==> src/rtl/seq_div.sv <==
// seq_div: iterative signed divider (radix-2 restoring, one quotient bit per cycle)
// with valid/ready handshakes on both sides. Quotient truncates toward zero and
// the remainder takes the sign of the dividend; divide by zero is flagged.
module seq_div #(
  parameter int unsigned DWI = 8,
  parameter int unsigned DWO = 16
) (
  input  logic           clk,
  input  logic           rst,
  input  logic           in_valid,
  output logic           in_ready,
  input  logic [DWO-1:0] dividend,
  input  logic [DWI-1:0] divisor,
  output logic           out_valid,
  input  logic           out_ready,
  output logic [DWO-1:0] quotient,
  output logic [DWI-1:0] remainder,
  output logic           out_dbz
);

  localparam int unsigned CW = (DWO > 1) ? $clog2(DWO) : 1;

  typedef enum logic [1:0] {
    S_IDLE = 2'd0,
    S_CALC = 2'd1,
    S_FIX  = 2'd2,
    S_DONE = 2'd3
  } state_e;

  state_e         state_q, state_d;
  logic [CW-1:0]  cnt_q, cnt_d;
  logic [DWI:0]   prem_q, prem_d;          // partial remainder
  logic [DWO-1:0] dvd_q, dvd_d;            // dividend bits shift out, quotient bits shift in
  logic [DWI-1:0] dvs_q, dvs_d;            // |divisor|
  logic           neg_quo_q, neg_quo_d;
  logic           neg_rem_q, neg_rem_d;
  logic [DWO-1:0] quot_q, quot_d;
  logic [DWI-1:0] rmd_q, rmd_d;
  logic           dbz_q, dbz_d;
  logic           in_ready_q, in_ready_d;
  logic           out_valid_q, out_valid_d;

  logic           accept_c;
  logic           last_c;
  logic [DWO-1:0] dvd_mag_c;
  logic [DWI-1:0] dvs_mag_c;
  logic [DWI:0]   shift_c;
  logic [DWI:0]   diff_c;
  logic           borrow_c;
  logic           unused_prem_msb;

  assign accept_c  = (state_q == S_IDLE) && in_valid;
  assign last_c    = (cnt_q == CW'(DWO - 1));
  assign dvd_mag_c = dividend[DWO-1] ? -dividend : dividend;
  assign dvs_mag_c = divisor[DWI-1]  ? -divisor  : divisor;

  // One restoring step: bring in the next dividend bit and trial-subtract |divisor|
  assign shift_c             = {prem_q[DWI-1:0], dvd_q[DWO-1]};
  assign {borrow_c, diff_c}  = {1'b0, shift_c} - {2'b00, dvs_q};

  // Partial remainder stays below |divisor| <= 2^(DWI-1), so its top bit is always zero
  assign unused_prem_msb = prem_q[DWI];

  // State register
  always_ff @(posedge clk) begin
    if (rst) begin
      state_q <= S_IDLE;
    end else begin
      state_q <= state_d;
    end
  end

  // Next-state logic
  always_comb begin
    state_d = state_q;
    case (state_q)
      S_IDLE: begin
        if (in_valid) begin
          state_d = (divisor == '0) ? S_DONE : S_CALC;
        end
      end
      S_CALC: begin
        if (last_c) begin
          state_d = S_FIX;
        end
      end
      S_FIX:  state_d = S_DONE;
      S_DONE: begin
        if (out_ready) begin
          state_d = S_IDLE;
        end
      end
      default: state_d = S_IDLE;
    endcase
  end

  // Output and datapath next values
  always_comb begin
    cnt_d       = cnt_q;
    prem_d      = prem_q;
    dvd_d       = dvd_q;
    dvs_d       = dvs_q;
    neg_quo_d   = neg_quo_q;
    neg_rem_d   = neg_rem_q;
    quot_d      = quot_q;
    rmd_d       = rmd_q;
    dbz_d       = dbz_q;
    in_ready_d  = (state_d == S_IDLE);
    out_valid_d = (state_d == S_DONE);
    case (state_q)
      S_IDLE: begin
        if (accept_c) begin
          neg_quo_d = dividend[DWO-1] ^ divisor[DWI-1];
          neg_rem_d = dividend[DWO-1];
          dvd_d     = dvd_mag_c;
          dvs_d     = dvs_mag_c;
          cnt_d     = '0;
          prem_d    = '0;
          dbz_d     = (divisor == '0);
          if (divisor == '0) begin
            quot_d = '1;
            rmd_d  = dividend[DWI-1:0];
          end
        end
      end
      S_CALC: begin
        prem_d = borrow_c ? shift_c : diff_c;
        dvd_d  = {dvd_q[DWO-2:0], ~borrow_c};
        cnt_d  = cnt_q + CW'(1);
      end
      S_FIX: begin
        quot_d = neg_quo_q ? -dvd_q : dvd_q;
        rmd_d  = neg_rem_q ? -prem_q[DWI-1:0] : prem_q[DWI-1:0];
      end
      default: ;
    endcase
  end

  // Datapath and registered outputs
  always_ff @(posedge clk) begin
    if (rst) begin
      cnt_q       <= '0;
      prem_q      <= '0;
      dvd_q       <= '0;
      dvs_q       <= '0;
      neg_quo_q   <= 1'b0;
      neg_rem_q   <= 1'b0;
      quot_q      <= '0;
      rmd_q       <= '0;
      dbz_q       <= 1'b0;
      in_ready_q  <= 1'b1;
      out_valid_q <= 1'b0;
    end else begin
      cnt_q       <= cnt_d;
      prem_q      <= prem_d;
      dvd_q       <= dvd_d;
      dvs_q       <= dvs_d;
      neg_quo_q   <= neg_quo_d;
      neg_rem_q   <= neg_rem_d;
      quot_q      <= quot_d;
      rmd_q       <= rmd_d;
      dbz_q       <= dbz_d;
      in_ready_q  <= in_ready_d;
      out_valid_q <= out_valid_d;
    end
  end

  assign in_ready  = in_ready_q;
  assign out_valid = out_valid_q;
  assign quotient  = quot_q;
  assign remainder = rmd_q;
  assign out_dbz   = dbz_q;

endmodule
==> config.mk <==
export PLATFORM = sky130hd
export DESIGN_NAME = seq_div
export DESIGN_NICKNAME = d
export VERILOG_FILES = /design/src/rtl/seq_div.sv
export SDC_FILE = /design/constraint.sdc
export NUM_CORES = 1
export LEC_CHECK = 0
export CORE_ASPECT_RATIO = 1.5
export CORE_UTILIZATION = 59
export DETAILED_ROUTE_END_ITERATION = 16
export PLACE_DENSITY_LB_ADDON = 0.1
export SYNTH_ARGS = -nofsm -noshare
export SYNTH_HDL_FRONTEND = slang
export SYNTH_SLANG_ARGS = --single-unit
==> constraint.sdc <==
create_clock -name clk -period 3.41 [get_ports clk]
set_input_delay 0.682 -clock clk [delete_from_list [all_inputs] [get_ports clk]]
set_output_delay 0.682 -clock clk [all_outputs]
set_load 0.1 [all_outputs]
* Word level (Yosys, flattened, before mapping)
Index checks and enable logic that the tools add are counted.
** Word-level totals
- Output and inout port bits :: 27
- Logic and storage cells :: 58
- Bits of input ports :: 28
- Register bits :: 67
** Operators by class
- Bitwise operators :: 2
- Muxes and demuxes :: 22
- Add/subtract/negate cells :: 6
- Eq/ne operators :: 7
- Reductions and logical operators :: 9
** Operators by type and width (number)
- 16-bit two-way mux :: 5
- 16-bit case mux with 2 select lines :: 2
- 8-bit two-way mux :: 6
- 16-bit negator :: 2
- 8-bit case mux with 2 select lines :: 2
- 8-bit negator :: 2
- 9-bit by 8-bit subtractor with 10-bit output :: 1
- 8-bit zero test :: 1
- 2-bit two-way mux :: 4
- 2-bit case mux with 4 select lines :: 1
- 4-bit case mux with 2 select lines :: 1
- 2-bit == test, second input constant :: 3
- 4-bit by 1-bit adder with 4-bit output, second input constant :: 1
- 4-bit == test, second input constant :: 1
- 2-bit zero test :: 2
- 4-bit two-way mux :: 1
- 2-bit AND reduction :: 2
- 2-bit nonzero test :: 2
- 3-bit AND reduction :: 1
- 2-bit by 1-bit == test with 1-bit output, second input constant :: 1
- 2-bit by 1-bit inequality test with 1-bit output, second input constant :: 1
- 2-bit inequality test, second input constant :: 1
- 1-bit logical AND :: 1
- 1-bit NOT :: 1
- 1-bit bitwise XOR :: 1

* Longest topological paths before layout
Gate-level depths: netlist (run 1).
- Word-level depth :: 5
- Gate-level depth with buffers :: 10

* Worst setup path before layout (run 1)
Ideal clock, no wire load.
- Kind :: input to register
- From :: in dividend[1]
- To :: reg dvd_q[12]
- Required time :: 3.279 ns
- Path slack :: 0.947 ns
- Cell stages on the path :: 7
- Buffers on the path :: 0
- Arrival time :: 2.332 ns
- Library setup time :: 0.131 ns
- Cells stage by stage :: inv_1 ha_1 or3b_2 or4b_1 o31ai_1 xor2_1 o22ai_1
** Between the ends
- Word-level cells in the longest chain between the ends :: 4
** RTL lines
- start: declaration :: line 12 : input logic [DWO-1:0] dividend,
- 16-bit negator :: line 54 : assign dvd_mag_c = dividend[DWO-1] ? -dividend : dividend;
- 16-bit two-way mux :: line 54
- 16-bit two-way mux :: line 112 : if (accept_c) begin
- 16-bit case mux with 2 select lines :: line 110 : case (state_q)
- end signal: assignment :: line 156 : dvd_q <= dvd_d;
- end: declaration :: line 33 : logic [DWO-1:0] dvd_q, dvd_d;
No other way between the ends. The select of a mux whose other input is x is not followed.
A chain may end at the register's enable or synchronous reset.

* Final worst setup path (run 1)
- From :: in dividend[0]
- To :: reg dvd_q[14]
Same word-level chain as after synthesis.

==> results by group, run 1 <==
Detailed routing
  • Via density: 6.10
  • Routed WL: 9670 um
  • Antenna-violating nets left: 0
  • 1st-pass router iterations: 6
  • Via count: 3531
  • Number of remaining DRC errors: 0
  • DR iter-0 viols: 206
  • Drt wl/cell: 16.7 um

Layout
  • Final nets: 542
  • Share of layout cells above drive strength 1: 9.90%
  • Final instance area: 4570 sq um
  • Final std cells w/o fill: between 500 and 600
  • Ant diodes: 0
  • Layout Area Growth over Synthesis: 17.2%
  • Fin util: 72.9%

Place
  • Post-DP HPWL: 7440 um
  • Port bufs: 54
  • Inst Count DP: between 500 and 600
  • GP Congestion: 0.941
  • Area after DPL: 4410 sq um

STA
  • Hold Slack: 0.469 ns
  • Unrepaired setup endpoints after global routing: no
  • Fmax: ~360 MHz
  • Worst Max-Slew Pin Slew: 0.984 ns
  • Final period util: 81.8%
  • Clock skew: 0.00888 ns
  • Setup violators final: 0
  • Final TNS setup: 0 ns
  • Final Max Tran Viols: 0
  • Slew headroom: 34.2%
  • Fin. Hold Viols: 0
  • Min Tclk post-route: 2.79 ns

Critical path
  • Crit Path Max Fanout: 5
  • RR Endpoint: prem_q[7]$_SDFFE_PP0P_
  • R2R cell count: 7
  • Startpoint Class: primary input
  • Setup crit end kind: flip-flop
  • Critical Path AT: about 3.0 ns
  • Required time worst endpoint: 3.62 ns
  • Setup Crit Path Kind: in2reg
  • R2R Setup Slk: around 0.85 ns
  • RR Startpoint: dvd_q[15]$_SDFFE_PP0P_

Power
  • Leak: 1.71 nW
  • Pwr Density: between 400 and 500 nW/um^2
  • Peak VDD IR: 0.328 mV

Clock tree
  • # hold bufs at CTS: 0
  • CTS resizes: 0
  • Root Driver: clkbuf_8
  • Worst skew pair latency: 0.35 ns
  • Reg clk slew, reported paths: 0.07 ns
  • # Post-CTS Setup Buffers: 0
  • H-tree Lvls: 3
  • CTS sink cnt: 67
  • TritonCTS buffer count: 9
  • CTS tree: done
  • Clock buffer depth: 2

Floorplan
  • Chip height: 102 um
  • Boundary Pins: 55
  • Die width: 68.4 um
  • Core area: roughly 6300 sq um
  • Row count: 35
  • Die area: between 6000 and 7000 sq um
  • Initial Utilization: 62.2%

Yosys
  • Most frequent cell after synthesis: dfxtp_1
  • Post-synth EDFFs: 0
  • Seq/Total Area, Yosys: 34.4%
  • Post-synth ARST share: 0%
  • Largest cells by area after synthesis: dfxtp_1 (34%), nor2_1 (5.8%), xor2_1 (5.4%)
  • Syn_nets: 498
  • Synth Register Bits: 67
  • Gate Count Post-Synth: 456
  • Synth Cell Area: 3900 sq um
  • Synth Area per Inst: 8.55 sq um
  • Synth cell count leaders: dfxtp_1 (67), nor2_1 (60), nand2_1 (25)
  • Yosys warning count: 0
  • Cell type with the largest total area after synthesis: dfxtp_1
  • Synth unique cells: 58
  • Ys flop type: dfxtp_1
  • Yosys top cell area share: 34.4%

Global routing
  • Pin count of the biggest net entering global routing: 46
  • First-pass GRT wire length: between 15000 and 20000 um
  • Vias in the first global route: 3327
  • Gr ovfl total: 0
  • GRT Overall Usage: between 30% and 40%
  • Initial antenna violation count: 0

Hold path
  • Hold Path Depth: 2
  • Hold Path Sink: dvs_q[0]$_SDFFE_PP0P_
  • Hold Crit Class: reg2reg
  • Hold Path Origin: dvs_q[0]$_SDFFE_PP0P_

Flow run
  • Max_cap viols: 0

Status
  • Status: complete, no violations
[cell families after synthesis]
family	synth area share, %
AND/OR/NAND/NOR	17.6
flip-flops	34.4
XOR/XNOR	9.21
buffers and inverters	5.94
AO/OA/AOI/OAI	23.5
adder cells (fa/ha/maj)	4.69
multiplexers	4.65
[sequential cells by signal, indices dropped and copies added (netlist names), 2 cells and up]
name and cells:
cnt_q 4, remainder 8, prem_q 8, quotient 16, state_q 2, dvd_q 16
dvs_q 8
[cells in the final DEF, fill, tap and decap left out, drive strengths merged, types with 20 or more instances in the layout]
| master | instances |
|---|---|
| dfxtp | 67 |
| nor2 | 60 |
| xor2 | 24 |
| inv | 20 |
| buf | 20 |
| a211oi | 24 |
| clkdlybuf4s50 | 42 |
| nand2 | 25 |
| o21ai | 21 |
[power breakdown]
part	switching (mW)	total [mW]	leakage [nW]	internal (mW)
clock network	0.301	0.561	0.0791	0.260
registers	0.0640	0.888	0.545	0.825
logic	0.317	0.575	1.09	0.257
[routing by layer]
| layer | routed length (um) | track usage [%] | up-vias | share of wire [%] |
|---|---|---|---|---|
| met2 | 5270 | 55.6 | 87 | 55 |
| met1 | 3610 | 30.0 | 1659 | 37 |
| met3 | 350 | 5.86 | 34 | 3.6 |
| met5 | 0 | 0 | - | 0 |
| li1 | - | - | 1751 | - |
| met4 | 432 | 16.7 | 0 | 4.5 |
[worst max path at each step]
stage           startpoint                endpoint  slack (ns)  cells past startpoint
2_1_floorplan  dividend[1]  dvd_q[12]$_SDFFE_PP0P_        0.95                      7
3_3_place_gp   dividend[0]  dvd_q[14]$_SDFFE_PP0P_        0.30                      8
3_5_place_dp   dividend[0]  dvd_q[14]$_SDFFE_PP0P_        0.28                      8
4_1_cts        dividend[0]  dvd_q[14]$_SDFFE_PP0P_        0.63                      8
5_1_grt        dividend[0]  dvd_q[14]$_SDFFE_PP0P_        0.50                      8
6_report       dividend[0]  dvd_q[14]$_SDFFE_PP0P_        0.62                      8
[metrics by stage]
stage / worst slack (ns) / power, mW
2_1_floorplan: 0.947 / 1.33
3_3_place_gp: 0.298 / 1.46
3_5_place_dp: 0.277 / 1.47
4_1_cts: 0.628 / 2.03
5_1_grt: 0.495 / 2.13
6_report: 0.621 / 2.02
[cell type report]
class	count	area, sq um
Clock buffer	11	131
Timing Repair Buffer	62	568
Tap cell	74	92.6
Sequential cell	67	1340
Inverter	20	75.1
Clock inverter	5	30.0
Fill cell	543	1690
Multi-Input combinational cell	340	2330
[critical path: stages]
cell and delay [ns]:
clkdlybuf4s50_1 0.49, inv_1 0.10, ha_1 0.18, or3b_2 0.44
or4b_1 0.58, o31ai_1 0.26, xor2_1 0.17, o22ai_1 0.09
Note: power is estimated with default switching activity, not from simulation.
==> run 2, diff against run 1 <==
Settings changed: CORE_UTILIZATION 59 to 50.
Clock period 3.41 ns to 2.56 ns, I/O delays scaled along.
==> run 2 against run 1 <==
  * Global-route usage shrank 4.1 points
  * First-iteration DRC count fell by 7.3%
  * Die area grew 18%
  * Register-to-register slack lost 0.63 ns
  * Worst hold slack got worse by 0.0042 ns
  * Final area rose by 9.6%
  * Wire length grew 3.5%
  * Core utilization is 6.7 points lower
  * Flip-flop and latch count unchanged
  * Critical path type is now reg2reg
  * Sequential power increased by 33%
  * Clock power grew to 2.6 times the previous value
  * Combinational power increased by 50%
==> results by group, run 2 (synthesis gave the netlist of run 1 again) <==
Critical path
  • Setup crit end kind: flip-flop (unchanged)
  • Crit Path Max Fanout: 6 (was 5)
  • Slowest stage delay, CP: 0.41 ns (was 0.58 ns)
  • Critical path's top delay family: adder cells (was simple AND/OR/NAND/NOR gates)
  • RR Endpoint: prem_q[6]$_SDFFE_PP0P_ (was prem_q[7]$_SDFFE_PP0P_)
  • CP Capture Point: prem_q[6]$_SDFFE_PP0P_ (was dvd_q[14]$_SDFFE_PP0P_)
  • R2R cell count: 8 (was 7)
  • Setup Crit Path Kind: reg2reg (was in2reg)
  • Critical Path AT: 2.54 ns (was 2.99 ns)
  • Critical Path Start: dvd_q[15]$_SDFFE_PP0P_ (was dividend[0])
  • Worst path depth: 8 (unchanged)
  • Startpoint Class: flip-flop (was primary input)
  • CP max-delay cell: fa_1 (was or4b_1)
  • RR Startpoint: dvd_q[15]$_SDFFE_PP0P_ (unchanged)
  • CP Cell Sequence: inv_1 -> ha_1 -> fa_1 -> nor2b_1 -> o211ai_1 -> mux2_2 -> a2111oi_2 -> o21ai_0 (was clkdlybuf4s50_1 -> inv_1 -> ha_1 -> or3b_2 -> or4b_1 -> o31ai_1 -> xor2_1 -> o22ai_1)
  • CP Buf/Inv Count: 1 (was 2)
  • Required time worst endpoint: 2.76 ns (was 3.62 ns)
  • R2R Setup Slk: 0.22 ns (was 0.85 ns)

Detailed routing
  • DR iter-0 viols: 191 (was 206)
  • 1st-pass router iterations: 5 (was 6)
  • Via count: 3627 (was 3531)
  • Antenna-violating nets left: 0 (unchanged)
  • Number of remaining DRC errors: 0 (unchanged)
  • Via density: 5.72 (was 6.10)
  • Routed WL: 10000 um (was 9670 um)
  • Drt wl/cell: 15.8 um (was 16.7 um)

Clock tree
  • Root Driver: clkbuf_16 (was clkbuf_8)
  • CTS tree: done (unchanged)
  • CTS sink cnt: 67 (unchanged)
  • TritonCTS buffer count: 9 (unchanged)
  • Worst skew pair latency: 0.33 ns (was 0.35 ns)
  • Reg clk slew, reported paths: 0.05 ns (was 0.07 ns)
  • Clock buffer depth: 2 (unchanged)
  • # Post-CTS Setup Buffers: 0 (unchanged)
  • H-tree Lvls: 3 (unchanged)

Power
  • Peak VDD IR: 0.481 mV (was 0.328 mV)
  • NetSw: 0.961 mW (was 0.682 mW)
  • Gate power share: 24.6% (was 28.4%)
  • Pwr Density: 700 nW/um^2 (was 443 nW/um^2)
  • Power share of the clock group: 41.7% (was 27.7%)
  • Register share of total power: 33.7% (was 43.9%)
  • Int Pwr: 2.54 mW (was 1.34 mW)
  • Sw frac: 27.4% (was 33.7%)
  • Leak: 1.99 nW (was 1.71 nW)

Place
  • Port bufs: 54 (unchanged)
  • Post-DP HPWL: 7620 um (was 7440 um)
  • Inst Count DP: 618 (was 563)
  • GP Congestion: 0.898 (was 0.941)
  • Area after DPL: 4610 sq um (was 4410 sq um)

Layout
  • Layout Area Growth over Synthesis: 28.5% (was 17.2%)
  • Final std cells w/o fill: 634 (was 579)
  • Ant diodes: 0 (unchanged)
  • Share of layout cells above drive strength 1: 19.4% (was 9.90%)
  • Most frequent cells in the layout: dfxtp_1 (66), buf_4 (62), nor2_1 (60) (was dfxtp_1 (67), nor2_1 (60), clkdlybuf4s50_1 (42))
  • Final nets: 569 (was 542)
  • Most common cell after layout, fill and taps aside: dfxtp_1 (unchanged)
  • Final instance area: 5010 sq um (was 4570 sq um)

STA
  • Clock skew: 0.00521 ns (was 0.00888 ns)
  • Final period util: 91.4%
  • Worst Max-Slew Pin Slew: 0.639 ns (was 0.984 ns)
  • Final Max Tran Viols: 0 (unchanged)
  • Slew headroom: 57.3% (was 34.2%)
  • Fin. Hold Viols: 0 (unchanged)
  • Min Tclk post-route: 2.34 ns
  • Unrepaired setup endpoints after global routing: no (unchanged)
  • Fmax: 428 MHz
  • Setup violators final: 0 (unchanged)

Floorplan
  • Core area: 7560 sq um (was 6260 sq um)
  • Initial Utilization: 51.5% (was 62.2%)
  • Die width: 74.1 um (was 68.4 um)
  • Die area: 8160 sq um (was 6940 sq um)
  • Row count: 39 (was 35)
  • Chip height: 110 um (was 102 um)
  • Boundary Pins: 55 (unchanged)

Hold path
  • Hold Crit Class: reg2reg (unchanged)

Global routing
  • Vias in the first global route: 3399 (was 3327)
  • Gr ovfl total: 0 (unchanged)
  • GRT Overall Usage: 25.9% (was 30.1%)
  • Initial antenna violation count: 0 (unchanged)
  • First-pass GRT wire length: 15600 um (was 15400 um)
  • Pin count of the biggest net entering global routing: 38 (was 46)

Flow run
  • Max_cap viols: 0 (unchanged)

Status
  • Status: complete, no violations (unchanged)
==> run 2: cell types whose count changed in the layout (fill, tap and decap cells not counted), sizes merged <==
cell	delta
buf	+43
clkdlybuf4s50	-18
bufinv	+3
clkinv	-2
clkinvlp	-2
dlymetal6s2s	+2
clkbuf	+1
==> run 2: metal layers <==
metal,share of wire (%),wire length (um),vias to the layer above,GRT usage (%)
met2,57,5690,96,50.6
met4,3.5,354,0,14.8
li1,-,-,1802,-
met1,37,3680,1697,24.5
met3,2.9,290,32,4.55
met5,0,0,-,0
==> run 2: area by class of cell <==
type,instances,area [sq um]
multi-input cells,340,2370
repair buffers,89,736
clock buffers,12,267
inverters,20,75.1
well taps,102,128
clock inverters,4,95.1
flip-flops and latches,67,1340
fillers,657,2550
==> run 2: timing repair <==
action                                  in CTS  in global routing
endpoints found under the setup margin       2                  3
pin swaps                                    0                  4
hold buffers                                 0                  0
resized for setup                            2                  9
==> run 2: through the flow <==
step	utilization, %	setup slack, ns	total power [mW]	setup TNS [ns]	hold slack (ns)
after floorplan	-	0.267	1.77	0	0.432
after global placement	60.9	-0.283	2.03	-0.655	0.449
after detailed placement	60.9	-0.314	2.04	-0.798	0.460
after CTS	65.8	0.0265	3.53	0	0.468
after global routing	66.2	0.0745	3.67	0	0.494
final	66.2	0.221	3.51	0	0.465
==> run 2: tightest hold or removal path, cell delays in order (launching register included) <==
cell and delay [ns]:
dfxtp_1 0.31, nand2_1 0.06, a21oi_1 0.05
==> run 2: power groups by stage <==
stage	Combinational (mW)	Clock (mW)	Sequential (mW)
final	0.862	1.46	1.18
after global routing	0.944	1.54	1.19
after CTS	0.850	1.50	1.18
after detailed placement	0.842	0	1.20
after global placement	0.827	0	1.20
after floorplan	0.587	0	1.19
==> run 2: how the worst min path moves through the flow <==
stage                           from               endpoint  slack [ns]  cells past startpoint
4_1_cts        dvs_q[7]$_SDFFE_PP0P_  dvs_q[7]$_SDFFE_PP0P_        0.47                      2
2_1_floorplan  dvs_q[7]$_SDFFE_PP0P_  dvs_q[7]$_SDFFE_PP0P_        0.43                      2
3_3_place_gp   dvs_q[7]$_SDFFE_PP0P_  dvs_q[7]$_SDFFE_PP0P_        0.45                      2
3_5_place_dp   dvs_q[7]$_SDFFE_PP0P_  dvs_q[7]$_SDFFE_PP0P_        0.46                      2
5_1_grt        dvs_q[7]$_SDFFE_PP0P_  dvs_q[7]$_SDFFE_PP0P_        0.49                      2
6_report       dvs_q[0]$_SDFFE_PP0P_  dvs_q[0]$_SDFFE_PP0P_        0.46                      2
==> run 3, diff against run 2 <==
Settings changed: ABC_CLOCK_PERIOD_IN_PS set to 3000, CORE_UTILIZATION 50 to 59.
Clock period 2.56 ns to 3 ns, I/O delays scaled along.
==> run 3 against run 2 <==
  * Clock-buffer cell count down 2
  * Setup slack improved by 0.11 ns
  * Clock power is 49% lower
  * Non-clock buffer count fell by 19
  * Flip-flop and latch count is the same
  * Core utilization increased by 7.5 points
  * Final cell count down 7.4%
  * Global-route usage rose by 5.9 points
  * Register-to-register slack improved by 0.11 ns
  * Largest cell class unchanged
==> results by group, run 3 (synthesis gave the netlist of run 1 again) <==
Place
  • Pre-CTS WS: 0.0362 ns (was -0.314 ns)
  • Area after DPL: 4430 sq um (was 4610 sq um)
  • Post-DP HPWL: 7620 um (about the same)
  • GP Congestion: 0.898 (about the same)
  • Port bufs: 54 (unchanged)

Clock tree
  • # Post-CTS Setup Buffers: 0 (unchanged)
  • CTS tree: done (unchanged)
  • Reg clk slew, reported paths: 0.08 ns (was 0.05 ns)
  • # hold bufs at CTS: 0 (unchanged)
  • Root Driver: clkbuf_8 (was clkbuf_16)
  • CTS sink cnt: 67 (unchanged)
  • Worst skew pair latency: 0.36 ns (was 0.33 ns)
  • CTS resizes: 0 (was 2)
  • H-tree Lvls: 3 (unchanged)
  • Clock buffer depth: 2 (unchanged)
  • TritonCTS buffer count: 9 (unchanged)

Hold path
  • Hold Path Sink: dvs_q[7]$_SDFFE_PP0P_ (was dvs_q[0]$_SDFFE_PP0P_)
  • Hold Crit Class: reg2reg (unchanged)
  • Hold Path Origin: dvs_q[7]$_SDFFE_PP0P_ (was dvs_q[0]$_SDFFE_PP0P_)
  • Hold Path Depth: 2 (unchanged)

STA
  • Final TNS setup: 0 ns (unchanged)
  • Final period util: 88.9% (was 91.4%)
  • Unrepaired setup endpoints after global routing: no (unchanged)
  • Fin worst setup slack: 0.333 ns (was 0.221 ns)
  • Fmax: 375 MHz (was 428 MHz)
  • Hold Slack: 0.456 ns (was 0.465 ns)
  • Slew headroom: 43.6% (was 57.3%)
  • Setup violators final: 0 (unchanged)
  • Clock skew: 0.0142 ns (was 0.00521 ns)
  • Final Max Tran Viols: 0 (unchanged)
  • Min Tclk post-route: 2.67 ns (was 2.34 ns)
  • Fin. Hold Viols: 0 (unchanged)
  • Worst Max-Slew Pin Slew: 0.825 ns (was 0.639 ns)

Layout
  • Share of layout cells above drive strength 1: 14.6% (was 19.4%)
  • Final nets: 550 (was 569)
  • Ant diodes: 0 (unchanged)
  • Multi-input gate area: 2330 sq um (was 2370 sq um)
  • Fillers: 503 (was 657)
  • Most frequent cells in the layout: dfxtp_1 (67), nor2_1 (60), buf_4 (43) (was dfxtp_1 (66), buf_4 (62), nor2_1 (60))
  • Most common cell after layout, fill and taps aside: dfxtp_1 (unchanged)
  • FF/Latch Area: 1340 sq um (about the same)
  • Final instance area: 4620 sq um (was 5010 sq um)
  • Layout Area Growth over Synthesis: 18.5% (was 28.5%)

Detailed routing
  • Via density: 6.21 (was 5.72)
  • Via count: 3643 (was 3627)
  • Number of remaining DRC errors: 0 (unchanged)
  • 1st-pass router iterations: 5 (unchanged)
  • Drt wl/cell: 17.2 um (was 15.8 um)
  • Routed WL: 10100 um (was 10000 um)
  • DR iter-0 viols: 348 (was 191)
  • Antenna-violating nets left: 0 (unchanged)

Global routing
  • Vias in the first global route: 3595 (was 3399)
  • Top Usage Layer GRT: met2 (unchanged)
  • Met1 Use GR: 31.7% (was 24.5%)
  • First-pass GRT wire length: 16300 um (was 15600 um)
  • Pin count of the biggest net entering global routing: 43 (was 38)
  • Initial antenna violation count: 0 (unchanged)
  • Met3 GRT Util: 5.97% (was 4.55%)
  • Met2 Track Usage GR: 56.9% (was 50.6%)
  • GRT Overall Usage: 31.8% (was 25.9%)
  • Gr ovfl total: 0 (unchanged)

Critical path
  • Setup crit end kind: flip-flop (unchanged)
  • Critical Path AT: 2.93 ns (was 2.54 ns)
  • Setup Crit Path Kind: reg2reg (unchanged)
  • Startpoint Class: flip-flop (unchanged)
  • Crit Path Max Fanout: 9 (was 6)
  • RR Endpoint: prem_q[7]$_SDFFE_PP0P_ (was prem_q[6]$_SDFFE_PP0P_)
  • RR Startpoint: dvd_q[15]$_SDFFE_PP0P_ (unchanged)
  • R2R cell count: 7 (was 8)
  • Required time worst endpoint: 3.27 ns (was 2.76 ns)
  • R2R Setup Slk: 0.33 ns (was 0.22 ns)

Power
  • Peak VDD IR: 0.370 mV (was 0.481 mV)
  • Design Power: 2.43 mW (was 3.51 mW)
  • Leak: 1.80 nW (was 1.99 nW)
  • Pwr Density: 525 nW/um^2 (was 700 nW/um^2)

Floorplan
  • Chip height: 102 um (was 110 um)
  • Row count: 35 (was 39)
  • Core area: 6260 sq um (was 7560 sq um)
  • Die width: 68.4 um (was 74.1 um)
  • Boundary Pins: 55 (unchanged)
  • Initial Utilization: 62.2% (was 51.5%)
  • Die area: 6940 sq um (was 8160 sq um)

Status
  • Status: complete, no violations (unchanged)

Flow run
  • Max_cap viols: 0 (unchanged)
[run 3: cell types whose count changed in the layout (fill, tap and decap cells not counted), sizes merged]
| cell | change |
|---|---|
| inv | +1 |
| clkinvlp | +1 |
| clkbuf | -2 |
| dlymetal6s2s | -2 |
| bufinv | -2 |
| buf | -19 |
| clkdlybuf4s50 | +2 |
| clkinv | +2 |
[run 3: cell type report]
| class | instances | area share [%] |
|---|---|---|
| clock buffers | 10 | 2.76 |
| clock inverters | 6 | 1.41 |
| inverters | 20 | 1.63 |
| multi-input cells | 340 | 50.4 |
| flip-flops and latches | 67 | 29.0 |
| well taps | 74 | 2.00 |
| repair buffers | 70 | 12.7 |
[run 3: power breakdown]
part / total, mW / switching [mW] / internal [mW]
clock network: 0.747 / 0.361 / 0.385
registers: 1.01 / 0.0711 / 0.937
logic: 0.672 / 0.373 / 0.299
[run 3: per-layer routing]
metal  wire length [um]  up-vias
met5                  0        -
met3                463       46
met4                561        0
met2               5330      126
met1               3710     1711
li1                   -     1760
[run 3: stage by stage]
step                      instances  utilization [%]
after global placement          571             70.7
after detailed placement        571             70.7
after CTS                       587             73.8
final                           587             73.8
after global routing            587             73.8
after floorplan                 456                -
[run 3: worst max path at each step]
stage / to / startpoint / depth (start not counted) / slack [ns]
5_1_grt: prem_q[7]$_SDFFE_PP0P_ / dvd_q[15]$_SDFFE_PP0P_ / 7 / 0.18
4_1_cts: prem_q[7]$_SDFFE_PP0P_ / dvd_q[15]$_SDFFE_PP0P_ / 7 / 0.37
2_1_floorplan: dvd_q[12]$_SDFFE_PP0P_ / dividend[1] / 7 / 0.62
6_report: prem_q[7]$_SDFFE_PP0P_ / dvd_q[15]$_SDFFE_PP0P_ / 7 / 0.33
3_5_place_dp: dvd_q[14]$_SDFFE_PP0P_ / dividend[1] / 8 / 0.04
3_3_place_gp: dvd_q[14]$_SDFFE_PP0P_ / dividend[1] / 8 / 0.06
[run 3: critical path, stage by stage, from the launching register on]
cell and delay, ns:
dfxtp_1 0.41, inv_1 0.11, ha_1 0.24, nand2b_1 0.20
a2111oi_0 0.75, nor2_1 0.40, a31o_2 0.31, o21ai_0 0.17
